## config.mk

```make
export PLATFORM = sky130hd
export DESIGN_NAME = instr_mem_loader
export DESIGN_NICKNAME = d
export VERILOG_FILES = /design/src/rtl/instr_loader_pkg.sv /design/src/rtl/instr_mem_loader.sv
export SDC_FILE = /design/constraint.sdc
export NUM_CORES = 1
export LEC_CHECK = 0
export ABC_AREA = 1
export CAP_MARGIN = 20
export CORE_MARGIN = 2
export CORE_UTILIZATION = 46
export DETAILED_ROUTE_END_ITERATION = 16
export HOLD_SLACK_MARGIN = 0.05
export PLACE_DENSITY = 0.76
export SKIP_LAST_GASP = 1
export SYNTH_ARGS = -nofsm -noshare
export SYNTH_HDL_FRONTEND = slang
export SYNTH_SLANG_ARGS = --single-unit
```

## constraint.sdc

```tcl
create_clock -name clk -period 1.9 [get_ports clk]
set_clock_uncertainty 0.2 [all_clocks]
set_input_delay 0.285 -clock clk [delete_from_list [all_inputs] [get_ports clk]]
set_output_delay 0.285 -clock clk [all_outputs]
set_load 0.1 [all_outputs]
```

## src/rtl/instr_loader_pkg.sv

```systemverilog
// Shared types and constants for the instruction memory loader.
package instr_loader_pkg;

    typedef enum logic [2:0] {
        IDLE,
        LEN_HI,
        LEN_LO,
        DATA,
        CHK,
        DONE,
        ERROR
    } state_t;

    localparam int HDR_BYTES         = 2;
    localparam int DEFAULT_MEM_BYTES = 1024;

endpackage

```

## src/rtl/instr_mem_loader.sv

```systemverilog
// Framed byte-stream program loader; writes the payload to instruction memory from address 0.
// Optional trailing XOR checksum byte enabled by INSTR_LOADER_CHECKSUM_EN.
module instr_mem_loader
    import instr_loader_pkg::*;
#(
    parameter int MEM_BYTES = DEFAULT_MEM_BYTES,
    parameter int ADDR_W    = 32
) (
    input  logic              clk,
    input  logic              resetn,
    input  logic              start,
    input  logic [7:0]        s_byte,
    input  logic              s_valid,
    output logic              s_ready,
    output logic              mem_we,
    output logic [ADDR_W-1:0] mem_addr,
    output logic [7:0]        mem_wdata,
    output logic              busy,
    output logic              done,
    output logic              error,
    output logic [15:0]       bytes_loaded,
    output logic              cpu_resetn
);

    localparam int LEN_W = HDR_BYTES * 8;

    state_t             state;
    state_t             state_nxt;
    logic [LEN_W-1:0]   len;
    logic [LEN_W-1:0]   len_full;
    logic               hs;
    logic               restart;
`ifdef INSTR_LOADER_CHECKSUM_EN
    logic [7:0]         csum;
`endif

    assign hs       = s_valid && s_ready;
    assign len_full = {len[15:8], s_byte};
    assign restart  = start && (state == IDLE || state == DONE || state == ERROR);

    always_comb begin
        state_nxt = state;
        case (state)
            IDLE, DONE, ERROR: if (start) state_nxt = LEN_HI;
            LEN_HI:            if (hs) state_nxt = LEN_LO;
            LEN_LO: begin
                if (hs) begin
                    if (len_full == '0)
`ifdef INSTR_LOADER_CHECKSUM_EN
                        state_nxt = CHK;
`else
                        state_nxt = DONE;
`endif
                    else if (32'(len_full) > 32'(MEM_BYTES) || s_byte[1:0] != 2'b00)
                        state_nxt = ERROR;
                    else
                        state_nxt = DATA;
                end
            end
            DATA: begin
                if (hs && bytes_loaded == len - 16'd1)
`ifdef INSTR_LOADER_CHECKSUM_EN
                    state_nxt = CHK;
`else
                    state_nxt = DONE;
`endif
            end
`ifdef INSTR_LOADER_CHECKSUM_EN
            CHK: if (hs) state_nxt = (s_byte == csum) ? DONE : ERROR;
`endif
            default: state_nxt = IDLE;
        endcase
    end

    // Status outputs are decoded from the next state so they change on the same edge as state.
    always_ff @(posedge clk or negedge resetn) begin
        if (!resetn) begin
            state        <= IDLE;
            s_ready      <= 1'b0;
            mem_we       <= 1'b0;
            mem_addr     <= '0;
            mem_wdata    <= '0;
            busy         <= 1'b0;
            done         <= 1'b0;
            error        <= 1'b0;
            bytes_loaded <= '0;
            cpu_resetn   <= 1'b0;
            len          <= '0;
`ifdef INSTR_LOADER_CHECKSUM_EN
            csum         <= '0;
`endif
        end else begin
            state      <= state_nxt;
            done       <= (state_nxt == DONE);
            error      <= (state_nxt == ERROR);
            cpu_resetn <= (state_nxt == DONE);
`ifdef INSTR_LOADER_CHECKSUM_EN
            s_ready    <= (state_nxt == LEN_HI || state_nxt == LEN_LO ||
                           state_nxt == DATA   || state_nxt == CHK);
            busy       <= (state_nxt == LEN_HI || state_nxt == LEN_LO ||
                           state_nxt == DATA   || state_nxt == CHK);
`else
            s_ready    <= (state_nxt == LEN_HI || state_nxt == LEN_LO || state_nxt == DATA);
            busy       <= (state_nxt == LEN_HI || state_nxt == LEN_LO || state_nxt == DATA);
`endif
            mem_we     <= (state == DATA) && hs;

            if (restart)
                bytes_loaded <= '0;
            if (state == LEN_HI && hs)
                len[15:8] <= s_byte;
            if (state == LEN_LO && hs) begin
                len[7:0] <= s_byte;
`ifdef INSTR_LOADER_CHECKSUM_EN
                csum     <= '0;
`endif
            end
            // Address and data hold their last values between handshakes.
            if (state == DATA && hs) begin
                mem_addr     <= ADDR_W'(bytes_loaded);
                mem_wdata    <= s_byte;
                bytes_loaded <= bytes_loaded + 16'd1;
`ifdef INSTR_LOADER_CHECKSUM_EN
                csum         <= csum ^ s_byte;
`endif
            end
        end
    end

endmodule

```

==> impl_results.md <==
- Outcome: finished with violations
- Failing checks: setup timing
- Top cells by count, synth: nand2_1, dfrtp_1, inv_1
- Mean Syn Cell Area: 7.55 um^2
- Asr flop ratio synth: 100%
- Critical Path, Cell by Cell: inv_2, ha_4, inv_2, nand2_2, nand2_2, nor2_1, nand2_1, nor2_1, nand2_1, nor2_1, nand2_1, nor2_2, nand3_1, nand2_1, nand3_1, nand2_1, inv_1
- Vias in the first global route: 3494
- Synth Area in XOR/XNOR: approximately 2.5%
- DRT antenna net count: 0
- Most common cell in the netlist: nand2_1
- Sum Neg Setup Slack: -544 ps
- Worst slew pin tran: 576 ps
- Antenna violations before repair: 0
- R2R cell count: 17
- Worst ir drop on vdd: 1.60 mV
- Clock Power Share: 12.4%
- Switching Power: 0.00568 W
- Ys Warns: 0
- Final WL: a little over 10000 um
- Routability cong.: 0.991
- FF-to-FF Start: len[1]
- Final worst-path setup slack: -186 ps
- Top Family by Delay on Critical Path: simple AND/OR/NAND/NOR gates
- Setup WS pre-CTS: -275 ps
- Worst-path clk slew: roughly 70 ps
- Top cell type's share of synthesized area: 44.9%
- Pwr/cell area: 2000 nW/um^2
- Synth Area in Compound Gates: 11.0%
- Layout cell share with drive strength beyond 1: 32.3%
- Final setup fails: 6
- CP Depth: 17
- Non-Filler Instances: 688
- Critical path arrival: 2140 ps
- Synth cell types: 35
- Crit-path slowest cell: dfrtp_1
- Mux share of post-synthesis cell area: 0%
- Root buffer cell: clkbuf_8
- H-tree levels: 3
- DR DRC count: 0
- Post-Synth Simple-Gate Area: between 20 and 30%
- Sink Count: 63
- Via count: between 3000 and 4000
- Synth Instances: 465
- # rows: 31
- Worst setup endpoint: busy
- Die area: between 8000 and 9000 um^2
- Post-synthesis cell area: around 3500 um^2
- Ys flop type: dfrtp_1
- Sequential-to-total area share from yosys stat: between 40% and 50%
- Hold Path Class: primary input to async pin
- Worst reg2reg path endpoint: busy
- CTS tree: done
- Post-DP HPWL: 7750 um
- Minimum clock period: 2090 ps
- Final Hold Fails: 0
- Critical Path RT: between 1500 and 2000 ps
- Largest family of logic cells by synthesized area: simple AND/OR/NAND/NOR gates
- Drt first pass iters: 5
- Switching portion of total power: 52.0%
- Core Footprint: 7330 um^2
- FMAX: roughly 0.48 GHz
- Width of the die: between 90 and 100 um
- Largest net degree at the start of global routing: 24
- EDFF count, synth: 0
- WL per Instance: 15.0 um
- CTS Buf Count: 9
- Via density: between 5 and 6
- Die Height: 91.3 um
- CP dominant cell by count: nand2_1
- MaxCap Viol Count: 0
- Leak pwr: 2.57 nW
- Worst-case clock buffer depth: 2
- Final Util: about three quarters
- Port bufs: 57
- Max-slew headroom: 61.6%
- Placed cell count: 661
- R2R Setup Slk: -190 ps
- Global-route wire length before repair: 17100 um
- Startpoint types: register
- RSZ-0062 raised after global routing: true
- Worst Setup SP: len[1]
- CP bufs+invs: 3
- Clock latency at the later pin of the worst-skew pair: 360 ps
- Initial DRC Count: around 250
- Register bit total from synthesis: 63
- Combinational power share: ~64%
- Tot GR Track Use: 26.2%
- Area leader, netlist: dfrtp_1
- Area contributors post-synth: dfrtp_1, nand2_1, o21ai_0, inv_1, nor2_1
- # IOs: 74
- Crit-path max FO: 2
- Grt total ovfl: 0
- Total Nets Final: 598
- Final Cycle Share: 110%
- # diodes: 0
- Sequential power share: between 20% and 30%
- Slew Viols, Final: 0
- Max incr delay on CP: 370 ps
- Layout area overhead: 55.7%
- Int Pwr: 0.00525 W
- Worst Setup End Kind: register
- Worst setup path category: register to register
- Starting density of the core: between 40% and 50%
- Synth Area in Adders: 0.713%
-- metal layers --
layer	up-vias	GRT usage, %	part of all wire [%]
li1	1692	-	-
met1	1677	35.1	43
met2	155	41.2	47
met3	31	5.31	6.9
met4	0	12.0	3.3
met5	-	0	0
-- power by group through the flow --
stage	Combinational (W)	Clock [W]	Sequential, W
after floorplan	0.00213	0	0.00442
after global placement	0.00651	0	0.00253
after detailed placement	0.00662	0	0.00254
after CTS	0.00683	0.00138	0.00253
after global routing	0.00743	0.00144	0.00262
final	0.00701	0.00136	0.00255
-- layout make-up --
cell class / count / area, um^2
Clock buffer: 11 / 151
Clock inverter: 5 / 80.1
Sequential cell: 63 / 1620
Inverter: 61 / 229
Timing Repair Buffer: 120 / 1550
Tap cell: 99 / 124
Fill cell: 486 / 1870
Multi-Input combinational cell: 329 / 1710
-- stage by stage --
stage	total power [W]	hold slack, ps	area (um^2)
after floorplan	0.00654	-211	3630
after global placement	0.00904	105	5030
after detailed placement	0.00917	112	5030
after CTS	0.0107	257	5360
after global routing	0.0115	291	5470
final	0.0109	255	5470
-- sequential cells by signal (all words and copies together), names as in the netlist --
signal	count
cpu_resetn	1
mem_we	1
mem_addr	16
len	16
bytes_loaded	16
mem_wdata	8
error	1
state	3
busy	1
-- cell usage in the layout (no fill, tap or decap), types with 2 or more instances in the layout --
master,count
nand2_1,122
buf_4,56
inv_1,53
buf_12,49
dfrtp_1,45
o21ai_0,43
nor2_1,33
nand3_1,26
conb_1,16
nor2_2,11
dfrtp_2,11
clkbuf_8,11
clkdlybuf4s50_1,10
a21oi_1,9
inv_2,8
nand4_1,8
o21ai_1,8
xor2_1,8
nor2_4,7
nand2_2,7
dfrtp_4,7
nor3_2,3
nand3b_1,3
o22ai_1,3
buf_6,3
nand2_4,2
xnor2_1,2
nor3_4,2
ha_4,2
clkinvlp_4,2
bufinv_16,2
-- repair_timing --
item                                    CTS  global route
endpoints found under the setup margin   17            22
endpoints found under the hold margin    21             0
hold buffers                              1             0
pin swaps                                13            19
setup buffers                             5             5
resized for setup                        12            21
-- kinds of logic (layout without fill, tap and decap cells) --
family	count (synthesis)	after routing
simple gates	229	229
fa+ha+maj	2	2
flops	63	63
other cells	1	16
buf+inv	88	197
xor+xnor	10	10
compound gates	72	72
-- worst min path at each step --
stage	endpoint	depth (start not counted)	start	slack, ps
after floorplan	bytes_loaded[10]	0	resetn	-210
after global placement	mem_addr[0]	1	resetn	110
after detailed placement	mem_we	1	resetn	110
after CTS	mem_we	2	resetn	260
after global routing	mem_we	2	resetn	290
final	mem_we	2	resetn	260
Power figures use the tool's default switching activity.
